`config.mk`:
```
export PLATFORM = sky130hd
export DESIGN_NAME = door_sequencer
export DESIGN_NICKNAME = d
export VERILOG_FILES = /design/src/rtl/door_seq_pkg.sv /design/src/rtl/door_rr_arb.sv /design/src/rtl/door_sequencer.sv
export SDC_FILE = /design/constraint.sdc
export NUM_CORES = 1
export LEC_CHECK = 0
export ABC_CLOCK_PERIOD_IN_PS = 2940
export BUFFER_PORTS_ARGS = -buffer_cell sky130_fd_sc_hd__buf_2
export CAP_MARGIN = 20
export CELL_PAD_IN_SITES_DETAIL_PLACEMENT = 0
export CELL_PAD_IN_SITES_GLOBAL_PLACEMENT = 1
export CORE_ASPECT_RATIO = 1.75
export CORE_MARGIN = 10
export CORE_UTILIZATION = 38
export CTS_CLUSTER_DIAMETER = 120
export DETAILED_ROUTE_END_ITERATION = 16
export GPL_ROUTABILITY_DRIVEN = 0
export PLACE_DENSITY_LB_ADDON = 0.1
export SETUP_SLACK_MARGIN = 0.15
export SLEW_MARGIN = 5
export SYNTH_ARGS = -nofsm -noshare
export SYNTH_HDL_FRONTEND = slang
export SYNTH_SLANG_ARGS = --single-unit
export TNS_END_PERCENT = 10
```
`constraint.sdc`:
```
create_clock -name clk -period 2.94 [get_ports clk]
set_input_delay 0 -clock clk [delete_from_list [all_inputs] [get_ports clk]]
set_output_delay 0 -clock clk [all_outputs]
set_load 0.01 [all_outputs]
```
`src/rtl/door_seq_pkg.sv`:
```
// door_seq_pkg: shared types and default timing for the door sequencer.
//   door_state_e : supervisory state, encoding is visible on db_state
//   door_dir_e   : direction to resume after a reversal dead-time
package door_seq_pkg;

  typedef enum logic [2:0] {
    ST_IDLE    = 3'b000,
    ST_CLOSED  = 3'b001,
    ST_OPEN    = 3'b010,
    ST_OPENING = 3'b011,
    ST_CLOSING = 3'b100,
    ST_DEAD    = 3'b101,
    ST_FAULT   = 3'b110
  } door_state_e;

  typedef enum logic {
    DIR_UP   = 1'b0,
    DIR_DOWN = 1'b1
  } door_dir_e;

  localparam int HOLD_CYCLES_DEF     = 20;
  localparam int TIMEOUT_CYCLES_DEF  = 40;
  localparam int DEADTIME_CYCLES_DEF = 4;
  localparam int CNT_W_DEF           = 16;

endpackage

```
`src/rtl/door_rr_arb.sv`:
```
// door_rr_arb: two-requester round-robin arbiter.
// Ports:
//   clk, rst              clock, synchronous active-high reset
//   a_up/a_down, b_up/b_down  raw level requests; up+down together is no request
//   accept                the winning request was acted on this cycle
//   gnt_a, gnt_b          one-hot winner (combinational)
//   win_up, win_down      direction requested by the winner
module door_rr_arb (
  input  logic clk,
  input  logic rst,
  input  logic a_up,
  input  logic a_down,
  input  logic b_up,
  input  logic b_down,
  input  logic accept,
  output logic gnt_a,
  output logic gnt_b,
  output logic win_up,
  output logic win_down
);

  logic valid_a, valid_b, ptr_b;

  assign valid_a = a_up ^ a_down;
  assign valid_b = b_up ^ b_down;

  always_comb begin
    gnt_a = valid_a;
    gnt_b = valid_b;
    if (valid_a && valid_b) begin
      gnt_a = ~ptr_b;
      gnt_b = ptr_b;
    end
  end

  assign win_up   = (gnt_a & a_up)   | (gnt_b & b_up);
  assign win_down = (gnt_a & a_down) | (gnt_b & b_down);

  // The pointer only moves when it actually decided a contended, accepted request.
  always_ff @(posedge clk) begin
    if (rst) ptr_b <= 1'b0;
    else if (accept && valid_a && valid_b) ptr_b <= ~ptr_b;
  end

endmodule

```
`src/rtl/door_sequencer.sv`:
```
// door_sequencer: supervisory controller in front of the door FSM.
// Arbitrates two requesters, pulses key_up/key_down (both high = stop),
// auto-closes after a hold time, reverses on obstruction with a dead-time,
// and latches a fault on motor-run timeout or inconsistent sensors.
// Ports:
//   clk, rst                      clock, synchronous active-high reset
//   req_a_*, req_b_*              level requests from panel (A) and remote (B)
//   sense_up, sense_down, obstruct door sensors
//   clear_fault                   leave FAULT when sensors are consistent
//   key_up, key_down              registered one-cycle pulses to the door FSM
//   grant_a, grant_b              registered one-cycle acknowledges
//   busy, fault, db_state         status decoded from the state register
// Optional: define DOOR_SEQ_LOCK_EN to add input lock / output lock_denied.
module door_sequencer
  import door_seq_pkg::*;
#(
  parameter int HOLD_CYCLES     = HOLD_CYCLES_DEF,
  parameter int TIMEOUT_CYCLES  = TIMEOUT_CYCLES_DEF,
  parameter int DEADTIME_CYCLES = DEADTIME_CYCLES_DEF,
  parameter int CNT_W           = CNT_W_DEF
) (
  input  logic       clk,
  input  logic       rst,
  input  logic       req_a_up,
  input  logic       req_a_down,
  input  logic       req_b_up,
  input  logic       req_b_down,
  input  logic       sense_up,
  input  logic       sense_down,
  input  logic       obstruct,
  input  logic       clear_fault,
`ifdef DOOR_SEQ_LOCK_EN
  input  logic       lock,
  output logic       lock_denied,
`endif
  output logic       key_up,
  output logic       key_down,
  output logic       grant_a,
  output logic       grant_b,
  output logic       busy,
  output logic       fault,
  output logic [2:0] db_state
);

  localparam logic [CNT_W-1:0] HOLD_LD   = CNT_W'(HOLD_CYCLES);
  localparam logic [CNT_W-1:0] TMO_LAST  = CNT_W'(TIMEOUT_CYCLES - 1);
  localparam logic [CNT_W-1:0] DEAD_LAST = CNT_W'(DEADTIME_CYCLES - 1);
  localparam logic [CNT_W-1:0] ONE       = CNT_W'(1);

  door_state_e      state_q, state_d;
  door_dir_e        dir_q, dir_d;
  logic [CNT_W-1:0] cnt_q, cnt_d;
  logic key_up_d, key_down_d, accept;
  logic gnt_a, gnt_b, win_up, win_down, up_locked;

`ifdef DOOR_SEQ_LOCK_EN
  logic lock_denied_d;
  assign up_locked = lock;
`else
  assign up_locked = 1'b0;
`endif

  door_rr_arb u_arb (
    .clk      (clk),
    .rst      (rst),
    .a_up     (req_a_up),
    .a_down   (req_a_down),
    .b_up     (req_b_up),
    .b_down   (req_b_down),
    .accept   (accept),
    .gnt_a    (gnt_a),
    .gnt_b    (gnt_b),
    .win_up   (win_up),
    .win_down (win_down)
  );

  always_comb begin
    state_d    = state_q;
    dir_d      = dir_q;
    cnt_d      = cnt_q;
    key_up_d   = 1'b0;
    key_down_d = 1'b0;
    accept     = 1'b0;
`ifdef DOOR_SEQ_LOCK_EN
    lock_denied_d = 1'b0;
`endif
    if (sense_up && sense_down && state_q != ST_FAULT) begin
      key_up_d   = 1'b1;
      key_down_d = 1'b1;
      state_d    = ST_FAULT;
      cnt_d      = '0;
    end else begin
      case (state_q)
        ST_IDLE: begin
          if (sense_down) begin
            state_d = ST_CLOSED;
            cnt_d   = '0;
          end else if (sense_up) begin
            state_d = ST_OPEN;
            cnt_d   = HOLD_LD;
          end else if (win_up) begin
            key_up_d = 1'b1;
            accept   = 1'b1;
            state_d  = ST_OPENING;
            cnt_d    = '0;
          end else if (win_down) begin
            key_down_d = 1'b1;
            accept     = 1'b1;
            state_d    = ST_CLOSING;
            cnt_d      = '0;
          end
        end
        ST_CLOSED: begin
          if (win_up) begin
            if (up_locked) begin
`ifdef DOOR_SEQ_LOCK_EN
              lock_denied_d = 1'b1;
`endif
            end else begin
              key_up_d = 1'b1;
              accept   = 1'b1;
              state_d  = ST_OPENING;
              cnt_d    = '0;
            end
          end
        end
        ST_OPENING: begin
          cnt_d = cnt_q + ONE;
          if (sense_up) begin
            state_d = ST_OPEN;
            cnt_d   = HOLD_LD;
          end else if (cnt_q == TMO_LAST) begin
            key_up_d   = 1'b1;
            key_down_d = 1'b1;
            state_d    = ST_FAULT;
            cnt_d      = '0;
          end else if (win_down) begin
            key_up_d   = 1'b1;
            key_down_d = 1'b1;
            accept     = 1'b1;
            state_d    = ST_DEAD;
            dir_d      = DIR_DOWN;
            cnt_d      = '0;
          end
        end
        ST_OPEN: begin
          if (win_down) begin
            key_down_d = 1'b1;
            accept     = 1'b1;
            state_d    = ST_CLOSING;
            cnt_d      = '0;
          end else if (win_up) begin
            accept = 1'b1;
            cnt_d  = HOLD_LD;
          end else if (obstruct) begin
            cnt_d = HOLD_LD;
          end else if (cnt_q == ONE) begin
            // hold expires: auto-close, nobody is granted
            key_down_d = 1'b1;
            state_d    = ST_CLOSING;
            cnt_d      = '0;
          end else begin
            cnt_d = cnt_q - ONE;
          end
        end
        ST_CLOSING: begin
          cnt_d = cnt_q + ONE;
          if (obstruct) begin
            key_up_d   = 1'b1;
            key_down_d = 1'b1;
            state_d    = ST_DEAD;
            dir_d      = DIR_UP;
            cnt_d      = '0;
          end else if (sense_down) begin
            state_d = ST_CLOSED;
            cnt_d   = '0;
          end else if (cnt_q == TMO_LAST) begin
            key_up_d   = 1'b1;
            key_down_d = 1'b1;
            state_d    = ST_FAULT;
            cnt_d      = '0;
          end else if (win_up) begin
            key_up_d   = 1'b1;
            key_down_d = 1'b1;
            accept     = 1'b1;
            state_d    = ST_DEAD;
            dir_d      = DIR_UP;
            cnt_d      = '0;
          end
        end
        ST_DEAD: begin
          cnt_d = cnt_q + ONE;
          if (cnt_q == DEAD_LAST) begin
            cnt_d = '0;
            if (dir_q == DIR_UP) begin
              key_up_d = 1'b1;
              state_d  = ST_OPENING;
            end else begin
              key_down_d = 1'b1;
              state_d    = ST_CLOSING;
            end
          end
        end
        ST_FAULT: begin
          if (clear_fault && !(sense_up && sense_down)) begin
            state_d = ST_IDLE;
            cnt_d   = '0;
          end
        end
        default: begin
          state_d = ST_IDLE;
          cnt_d   = '0;
        end
      endcase
    end
  end

  always_ff @(posedge clk) begin
    if (rst) begin
      state_q  <= ST_IDLE;
      dir_q    <= DIR_UP;
      cnt_q    <= '0;
      key_up   <= 1'b0;
      key_down <= 1'b0;
      grant_a  <= 1'b0;
      grant_b  <= 1'b0;
`ifdef DOOR_SEQ_LOCK_EN
      lock_denied <= 1'b0;
`endif
    end else begin
      state_q  <= state_d;
      dir_q    <= dir_d;
      cnt_q    <= cnt_d;
      key_up   <= key_up_d;
      key_down <= key_down_d;
      grant_a  <= accept & gnt_a;
      grant_b  <= accept & gnt_b;
`ifdef DOOR_SEQ_LOCK_EN
      lock_denied <= lock_denied_d;
`endif
    end
  end

  assign busy     = (state_q == ST_OPENING) || (state_q == ST_CLOSING) || (state_q == ST_DEAD);
  assign fault    = (state_q == ST_FAULT);
  assign db_state = state_q;

endmodule

```
==> results by group, run 1 <==
Run status
  – Status: complete, no violations

Power and ir drop
  – Clock network power share: 11.5%
  – Pwr/cell area: 738 nW/um2
  – P_int: 1.01 mW
  – Worst vdd ir: 0.531 mV
  – Sequential power share: 22.4%
  – Switching power share of the total: 47.8%
  – Part of the power in combinational logic: 66.1%
  – Leakage power: 1.04 nW
  – Net Switching: 0.923 mW

Floorplanning
  – Boundary Pins: 19
  – Row count: 37
  – Die area: 9590 um2
  – Horiz. Die Dim: 78.4 um
  – Core area: 5830 um2
  – Starting density of the core: 38.9%
  – DIE HEIGHT: 122 um

Global route
  – First-pass GRT wire length: 12700 um
  – Total gr overflow: 0
  – Largest net degree at the start of global routing: 19
  – Initial antenna violation count: 0
  – Total GRT Usage: 16.4%
  – Vias in the first global route: 2541

Worst setup path
  – Max incr delay on CP: 0.54 ns
  – CP Data Required Time: 3.16 ns
  – Top cell family by delay on the critical path: simple AND/OR/NAND/NOR gates
  – Critical-path cell list: or3_1 -> or3_4 -> nor3_2 -> o22ai_1 -> a2111oi_1 -> buf_4 -> o32ai_2 -> nor2_1
  – Worst r2r src: cnt_q[11]$_SDFFE_PP0P_
  – Critical path startpoint: cnt_q[11]$_SDFFE_PP0P_
  – RR Endpoint: db_state[2]$_SDFFE_PP0P_
  – Worst Setup EP: db_state[2]$_SDFFE_PP0P_
  – Max stage delay cell, worst path: a2111oi_1
  – Crit path capture type: flop
  – Stages on the worst setup path: 8
  – Crit start category: flop
  – Reg2Reg Setup Slack: 0.32 ns
  – Worst EP arrival: 2.83 ns
  – Crit path buffers/inverters: 1
  – CP max FO: 7
  – Crit path kind: flop to flop
  – R2R depth: 8

Clock tree
  – Hold buffer count at CTS: 0
  – CTS tree: done
  – Setup bufs post-CTS: 0
  – Clk_lat worst skew: 0.28 ns
  – Root buffer cell: clkbuf_8
  – Clock sink count: 25
  – Num CTS Buffers: 3
  – H-tree levels: 1
  – Worst-case clock buffer depth: 2
  – # resized after CTS: 0
  – Clk slew on worst S/H paths: 0.10 ns

Synthesis
  – Post-synthesis cell type count: 63
  – Synthesis-stage register bit count: 25
  – Cells after Synth: 322
  – Synthesized area per cell: 7.05 um2
  – Register area share after synthesis: 22.1%
  – Post-synth ARST share: 0%
  – Synth Flop Type: dfxtp_1
  – Syn Nets: 336
  – Post-Syn Area: 2270 um2
  – Ys Warns: 0
  – Number of synthesized flops with an enable pin: 0

Worst hold path
  – Worst min-delay path category: primary input to flop

Drt
  – Residual DRC: 0
  – Routed wire per std cell: 18.1 um
  – Vias per cell: 6.05
  – DRT Pass-1 Iters: 5
  – DR vias: 2589
  – Antenna Nets Post-Route: 0
  – DR iter-0 viols: 165
  – Final WL: 7730 um

STA
  – Final slew viol count: 0
  – Worst Tran Pin Value: 0.463 ns
  – RSZ-0062 raised after global routing: no
  – Setup Skew: 0.00600 ns
  – Post-Route Setup TNS: 0 ns
  – Max-slew headroom: 68.6%
  – Period utilization: 89.0%
  – Fin. Hold Viols: 0
  – Hold slack: 0.0305 ns
  – Final min period: 2.62 ns
  – Setup violators final: 0
  – Max Freq: 0.382 GHz

Final layout
  – Diodes inserted: 0
  – Area delta synth->final: 15.4%
  – Nets: 365
  – Layout cells sized above 1: 19.1%

Placement
  – Final HPWL DP: 6130 um
  – IO buf count: 18

Job
  – Max-cap violations: 0
==> flip-flops by register name (all words and copies together), names as in the netlist <==
register	cells
grant_a	1
key_up	1
dir_q	1
key_down	1
u_arb.ptr_b	1
grant_b	1
db_state	3
cnt_q	16
==> worst min-delay path by stage <==
| stage | cells after the start | to | slack, ns | startpoint |
|---|---|---|---|---|
| global route | 2 | u_arb.ptr_b$_SDFFE_PP0P_ | 0.05 | rst |
| CTS | 2 | u_arb.ptr_b$_SDFFE_PP0P_ | 0.03 | rst |
| finish | 2 | u_arb.ptr_b$_SDFFE_PP0P_ | 0.03 | rst |
| detailed placement | 2 | u_arb.ptr_b$_SDFFE_PP0P_ | 0.34 | rst |
| floorplan | 2 | grant_a$_SDFF_PP0_ | 0.23 | req_a_up |
| global placement | 2 | u_arb.ptr_b$_SDFFE_PP0P_ | 0.33 | rst |
==> metrics by stage <==
step / utilization (%) / cells / total power [mW] / cell area [um2] / worst slack, ns
after floorplan: - / 322 / 1.26 / 2270 / 0.466
after global placement: 43.7 / 424 / 1.69 / 2550 / 0.207
after detailed placement: 43.7 / 424 / 1.68 / 2550 / 0.187
after CTS: 44.5 / 428 / 1.91 / 2600 / 0.154
after global routing: 44.9 / 428 / 2.09 / 2620 / 0.152
final: 44.9 / 428 / 1.93 / 2620 / 0.324
==> worst reg2reg max path: cells and delay by family (launching register included) <==
kind | cells | cell delay, ns
buffers and inverters | 1 | 0.20
flip-flops | 1 | 0.38
AO/OA/AOI/OAI | 3 | 0.78
AND/OR/NAND/NOR | 4 | 1.19
==> synthesized netlist by cell type (4+ instances only) <==
cell type  instances  area [um2]
or3_1              6        37.5
nor3_1            17        85.1
a31oi_1            9        56.3
o31ai_1            4        30.0
clkbuf_1          13        48.8
o21ai_0           25         125
inv_1             14        52.6
nand2b_1           8        50.1
and3_1             4        25.0
ha_1               4        50.1
nand3_1           12        60.1
a221oi_1           6        52.6
dfxtp_1           25         500
nor2_1            28         105
a21oi_1           25         125
xnor2_1            8        70.1
nand2_1           33         124
==> final cells by class <==
| cell class | count | area [um2] |
|---|---|---|
| clock buffers | 3 | 41.3 |
| flip-flops and latches | 25 | 500 |
| inverters | 14 | 52.6 |
| multi-input cells | 265 | 1650 |
| clock inverters | 1 | 5.00 |
| well taps | 78 | 97.6 |
| fillers | 640 | 3210 |
| repair buffers | 42 | 270 |
==> power by group through the flow <==
stage          Combinational (mW)  Clock (mW)  Sequential (mW)
2_1_floorplan               0.811           0            0.451
3_3_place_gp                 1.25           0            0.440
3_5_place_dp                 1.24           0            0.441
4_1_cts                      1.25       0.225            0.434
5_1_grt                      1.41       0.235            0.442
6_report                     1.28       0.222            0.433
==> logic make-up after synthesis <==
logic type                 synth area share (%)
and+or+nand+nor                            34.0
muxes                                     0.441
xor gates and xnor gates                   4.25
AOI/OAI and AO/OA                          30.9
buffers and inverters                      6.12
DFF                                        22.1
adders and majority gates                  2.21
==> cells in the final DEF (no fill, tap or decap), types with 6 or more instances in the layout <==
cell type and count:
nand2_1 33, nor2_1 28, o21ai_0 25, a21oi_1 25
dfxtp_1 25, buf_4 24, buf_2 18, nor3_1 16
inv_1 14, nand3_1 12, a31oi_1 9, nand2b_1 8
xnor2_1 8, or3_1 6, a221oi_1 6
==> per-layer routing <==
metal	global-route usage [%]	vias to the layer above	wire length, um
met5	0	-	0
met4	10.4	0	325
met3	1.46	22	249
met2	30.3	83	4260
met1	17.1	1218	2900
li1	-	1266	-
(Power assumes the default switching activity.)
==> run 2: changes to the inputs <==
Settings changed: ABC_CLOCK_PERIOD_IN_PS 2940 to default, CORE_UTILIZATION 38 to 44.
==> results by group, run 2 (synthesized netlist as in run 1, its figures left out) <==
Drt
  – Final WL: 7360 um (was 7730 um)
  – Vias per cell: 6.42 (was 6.05)
  – DRT Pass-1 Iters: 4 (was 5)
  – Residual DRC: 0 (unchanged)
  – Antenna Nets Post-Route: 0 (unchanged)
  – DR iter-0 viols: 245 (was 165)
  – DR vias: 2575 (was 2589)
  – Routed wire per std cell: 18.3 um (was 18.1 um)

Final layout
  – Multi-input gate area: 1650 um2 (about the same)
  – Commonest non-fill, non-tap cell in the layout: nand2_1 (unchanged)
  – Fin area: 2560 um2 (was 2620 um2)
  – Register Area: 500 um2 (unchanged)
  – Nets: 362 (was 365)
  – Final std cells w/o fill: 401 (was 428)
  – Fill count: 516 (was 640)
  – Util after Layout: 51.5% (was 44.9%)
  – Area delta synth->final: 12.9% (was 15.4%)
  – Most frequent cells in the layout: nand2_1 (33), nor2_1 (28), o21ai_0 (25), a21oi_1 (25), dfxtp_1 (25) (unchanged)
  – Max FFs per register: 16 (unchanged)
  – Layout cells sized above 1: 18.2% (was 19.1%)
  – Diodes inserted: 0 (unchanged)
  – Top reg by flops: cnt_q (unchanged)

STA
  – Worst Tran Pin Value: 0.578 ns (was 0.463 ns)
  – Max-slew headroom: 60.5% (was 68.6%)
  – Worst setup margin: 0.314 ns (was 0.324 ns)
  – Max Freq: 0.381 GHz (was 0.382 GHz)
  – Post-Route Setup TNS: 0 ns (unchanged)
  – Setup Skew: 0.00255 ns (was 0.00600 ns)
  – Fin. Hold Viols: 0 (unchanged)
  – Period utilization: 89.3% (was 89.0%)
  – RSZ-0062 raised after global routing: no (unchanged)
  – Hold slack: 0.0514 ns (was 0.0305 ns)
  – Setup violators final: 0 (unchanged)
  – Final slew viol count: 0 (unchanged)
  – Final min period: 2.63 ns (was 2.62 ns)

Placement
  – IO buf count: 18 (unchanged)
  – DP Cell Count: 397 (was 424)
  – Final HPWL DP: 5760 um (was 6130 um)
  – Pre-CTS setup slack: 0.202 ns (was 0.187 ns)
  – Dpl cell area: 2500 um2 (was 2550 um2)

Global route
  – Total gr overflow: 0 (unchanged)
  – Largest net degree at the start of global routing: 19 (unchanged)
  – Vias in the first global route: 2593 (was 2541)
  – Total GRT Usage: 17.9% (was 16.4%)
  – Initial antenna violation count: 0 (unchanged)
  – First-pass GRT wire length: 12500 um (was 12700 um)

Worst setup path
  – Crit path kind: flop to flop (unchanged)
  – Worst EP arrival: 2.80 ns (was 2.83 ns)
  – CP max FO: 7 (unchanged)
  – Crit start category: flop (unchanged)
  – CP Data Required Time: 3.11 ns (was 3.16 ns)
  – Crit path capture type: flop (unchanged)
  – Reg2Reg Setup Slack: 0.31 ns (was 0.32 ns)
  – R2R depth: 7 (was 8)
  – RR Endpoint: db_state[2]$_SDFFE_PP0P_ (unchanged)
  – Worst r2r src: cnt_q[11]$_SDFFE_PP0P_ (unchanged)

Floorplanning
  – Starting density of the core: 45.6% (was 38.9%)
  – Core area: 4980 um2 (was 5830 um2)
  – DIE HEIGHT: 115 um (was 122 um)
  – Horiz. Die Dim: 74.3 um (was 78.4 um)
  – Die area: 8540 um2 (was 9590 um2)
  – Boundary Pins: 19 (unchanged)
  – Row count: 34 (was 37)

Clock tree
  – CTS tree: done (unchanged)
  – Root buffer cell: clkbuf_8 (unchanged)
  – Clk_lat worst skew: 0.28 ns (about the same)
  – Setup bufs post-CTS: 0 (unchanged)
  – Worst-case clock buffer depth: 2 (unchanged)
  – Clock sink count: 25 (unchanged)
  – Clk slew on worst S/H paths: 0.09 ns (was 0.10 ns)
  – H-tree levels: 1 (unchanged)
  – Num CTS Buffers: 3 (unchanged)

Power and ir drop
  – Pwr/cell area: 736 nW/um2 (was 738 nW/um2)
  – Total Power: 1.88 mW (was 1.93 mW)
  – Worst vdd ir: 0.580 mV (was 0.531 mV)
  – Leakage power: 1.02 nW (was 1.04 nW)

Worst hold path
  – Worst Hold Path EP: u_arb.ptr_b$_SDFFE_PP0P_ (unchanged)
  – Worst min-delay path category: primary input to flop (unchanged)
  – Hold Startpoint: rst (unchanged)
  – WHS Path Cells: 2 (unchanged)

Run status
  – Status: complete, no violations (unchanged)

Job
  – Max-cap violations: 0 (unchanged)
==> run 2: changes by cell type in the layout (fill, tap and decap cells not counted), sizes merged <==
cell    change
clkbuf      +1
clkinv      -1
buf         -3
==> run 2: worst max-delay path by stage <==
stage / start / end / slack [ns] / depth (start not counted)
global placement: cnt_q[12]$_SDFFE_PP0P_ / cnt_q[11]$_SDFFE_PP0P_ / 0.28 / 7
CTS: cnt_q[11]$_SDFFE_PP0P_ / cnt_q[9]$_SDFFE_PP0P_ / 0.17 / 7
finish: cnt_q[11]$_SDFFE_PP0P_ / db_state[2]$_SDFFE_PP0P_ / 0.31 / 7
global route: cnt_q[11]$_SDFFE_PP0P_ / cnt_q[9]$_SDFFE_PP0P_ / 0.16 / 7
floorplan: cnt_q[10]$_SDFFE_PP0P_ / db_state[2]$_SDFFE_PP0P_ / 0.47 / 8
detailed placement: cnt_q[12]$_SDFFE_PP0P_ / cnt_q[9]$_SDFFE_PP0P_ / 0.20 / 7
==> run 2: what timing repair did <==
action,in CTS,in global routing
setup endpoints to repair,0,8
hold buffers,0,0
gates resized for setup,0,4
==> run 2: area by class of cell <==
type / instances / area share [%]
Clock buffer: 4 / 1.76
Inverter: 14 / 2.05
Multi-Input combinational cell: 265 / 64.4
Sequential cell: 25 / 19.5
Tap cell: 54 / 2.64
Timing Repair Buffer: 39 / 9.67
==> run 2: critical path: stages, from the launching register on <==
cell and delay [ns]:
dfxtp_1 0.38, or3_1 0.39, or3_4 0.42, nor3_1 0.26, o221ai_2 0.15, or4_4 0.59
o32ai_1 0.28, nor2_1 0.06
==> run 2: where the power goes <==
part / switching (mW) / internal [mW] / leakage [nW] / total [mW]
clock: 0.119 / 0.0974 / 0.0228 / 0.216
combinational: 0.717 / 0.507 / 0.791 / 1.22
sequential: 0.0535 / 0.391 / 0.203 / 0.444
==> run 2: layer usage <==
metal	up-vias	track usage, %	routed length, um
met5	-	0	0
met4	0	10.0	379
met3	32	2.85	326
met2	98	32.0	3900
met1	1195	19.0	2750
li1	1250	-	-
==> run 3: changes to the inputs <==
Settings changed: PLACE_DENSITY from default to 0.85, PLACE_DENSITY_LB_ADDON 0.1 to default.
==> results by group, run 3 (synthesized netlist as in run 1, its figures left out) <==
Drt
  – DR vias: 2578 (was 2575)
  – Routed wire per std cell: 18.0 um (was 18.3 um)
  – Residual DRC: 0 (unchanged)
  – Vias per cell: 6.41 (was 6.42)
  – Final WL: 7260 um (was 7360 um)
  – DRT Pass-1 Iters: 4 (unchanged)
  – DR iter-0 viols: 218 (was 245)
  – Antenna Nets Post-Route: 0 (unchanged)

Final layout
  – Layout cells sized above 1: 17.8% (was 18.2%)
  – Nets: 363 (was 362)
  – Util after Layout: 51.3% (was 51.5%)
  – Fill count: 528 (was 516)
  – Register Area: 500 um2 (unchanged)
  – Commonest non-fill, non-tap cell in the layout: nand2_1 (unchanged)
  – Max FFs per register: 16 (unchanged)
  – Diodes inserted: 0 (unchanged)
  – Top reg by flops: cnt_q (unchanged)
  – Multi-input gate area: 1630 um2 (was 1650 um2)
  – Area delta synth->final: 12.5% (was 12.9%)
  – Most frequent cells in the layout: nand2_1 (33), nor2_1 (28), o21ai_0 (25), a21oi_1 (25), dfxtp_1 (25) (unchanged)
  – Fin area: 2550 um2 (was 2560 um2)

Clock tree
  – Clock sink count: 25 (unchanged)
  – Clk slew on worst S/H paths: 0.10 ns (was 0.09 ns)
  – Hold buffer count at CTS: 0 (unchanged)
  – Num CTS Buffers: 3 (unchanged)
  – Worst-case clock buffer depth: 2 (unchanged)
  – Root buffer cell: clkbuf_8 (unchanged)
  – H-tree levels: 1 (unchanged)
  – CTS tree: done (unchanged)
  – Clk_lat worst skew: 0.28 ns (about the same)

Worst hold path
  – Worst min-delay path category: primary input to flop (unchanged)

Worst setup path
  – Crit path kind: flop to flop (unchanged)
  – Top cell family by delay on the critical path: simple AND/OR/NAND/NOR gates (unchanged)
  – Worst EP arrival: 2.78 ns (was 2.80 ns)
  – Max incr delay on CP: 0.58 ns (was 0.59 ns)
  – Crit start category: flop (unchanged)
  – Critical-path cell list: or2_4 -> or4_4 -> nor4_4 -> a21oi_1 -> or4_4 -> o32ai_1 -> nor2_1 (was or3_1 -> or3_4 -> nor3_1 -> o221ai_2 -> or4_4 -> o32ai_1 -> nor2_1)
  – Max stage delay cell, worst path: or4_4 (unchanged)
  – Crit path capture type: flop (unchanged)
  – Critical Path Most Common Cell: or4_4
  – Crit path buffers/inverters: 0 (unchanged)
  – CP max FO: 9 (was 7)
  – CP Data Required Time: 3.12 ns (was 3.11 ns)

STA
  – Fin. Hold Viols: 0 (unchanged)
  – Max-slew headroom: 62.7% (was 60.5%)
  – Setup violators final: 0 (unchanged)
  – Post-Route Setup TNS: 0 ns (unchanged)
  – Hold slack: 0.0359 ns (was 0.0514 ns)
  – Setup Skew: 0.00790 ns (was 0.00255 ns)
  – Period utilization: 88.6% (was 89.3%)
  – Max Freq: 0.384 GHz (was 0.381 GHz)
  – RSZ-0062 raised after global routing: no (unchanged)
  – Worst Tran Pin Value: 0.545 ns (was 0.578 ns)
  – Final slew viol count: 0 (unchanged)
  – Final min period: 2.60 ns (was 2.63 ns)

Global route
  – Initial antenna violation count: 0 (unchanged)
  – Largest net degree at the start of global routing: 19 (unchanged)
  – Total GRT Usage: 17.3% (was 17.9%)
  – First-pass GRT wire length: 12100 um (was 12500 um)
  – Vias in the first global route: 2552 (was 2593)
  – Total gr overflow: 0 (unchanged)

Power and ir drop
  – Leakage power: 1.02 nW (about the same)
  – Total Power: 1.87 mW (was 1.88 mW)
  – Worst vdd ir: 0.489 mV (was 0.580 mV)
  – Pwr/cell area: 731 nW/um2 (was 736 nW/um2)

Floorplanning
  – Core area: 4980 um2 (unchanged)
  – Starting density of the core: 45.6% (unchanged)
  – Boundary Pins: 19 (unchanged)
  – DIE HEIGHT: 115 um (unchanged)
  – Die area: 8540 um2 (unchanged)
  – Horiz. Die Dim: 74.3 um (unchanged)
  – Row count: 34 (unchanged)

Placement
  – IO buf count: 18 (unchanged)
  – Dpl cell area: 2510 um2 (was 2500 um2)
  – Final HPWL DP: 5680 um (was 5760 um)

Run status
  – Status: complete, no violations (unchanged)

Job
  – Max-cap violations: 0 (unchanged)
==> run 3: cell types whose count changed in the layout (fill, tap and decap cells not counted) <==
cell / change
o221ai_1: +1
o221ai_2: -1
nor3_1: +1
nor3_4: -1
buf_4: +1
==> run 3: final timing paths <==
kind,from,endpoint,slack (ns),cells past startpoint
setup / recovery,cnt_q[9]$_SDFFE_PP0P_,db_state[2]$_SDFFE_PP0P_,0.34,7
hold reg to reg,cnt_q[7]$_SDFFE_PP0P_,cnt_q[7]$_SDFFE_PP0P_,0.54,2
hold / removal,rst,u_arb.ptr_b$_SDFFE_PP0P_,0.04,2
setup reg to reg,cnt_q[9]$_SDFFE_PP0P_,db_state[2]$_SDFFE_PP0P_,0.34,7
==> run 3: cell type report <==
type | instances | area share (%)
inverters | 14 | 2.06
multi-input cells | 265 | 63.9
clock buffers | 4 | 1.76
well taps | 54 | 2.65
repair buffers | 40 | 10.0
flip-flops and latches | 25 | 19.6
==> run 3: metrics by stage <==
step / setup WS [ns] / std cells
6_report: 0.336 / 402
5_1_grt: 0.191 / 402
4_1_cts: 0.360 / 402
3_5_place_dp: 0.378 / 398
3_3_place_gp: 0.384 / 398
2_1_floorplan: 0.466 / 322
==> run 3: routing by layer <==
layer	vias to the layer above	routed length, um	global-route usage, %	share of wire (%)
met5	-	0	0	0
met4	0	434	11.2	6.0
met3	41	255	2.07	3.5
met2	91	3780	30.7	52
met1	1191	2790	18.3	38
li1	1255	-	-	-
==> run 3: timing repair <==
item / in CTS / in global routing
setup endpoints to repair: 0 / 3
setup buffers: 0 / 0
resized for setup: 0 / 1
==> run 3: report_power, final <==
part	total, mW	switching [mW]	internal (mW)
sequential	0.437	0.0462	0.391
clock	0.220	0.122	0.0973
combinational	1.21	0.721	0.488
total	1.87	0.890	0.976
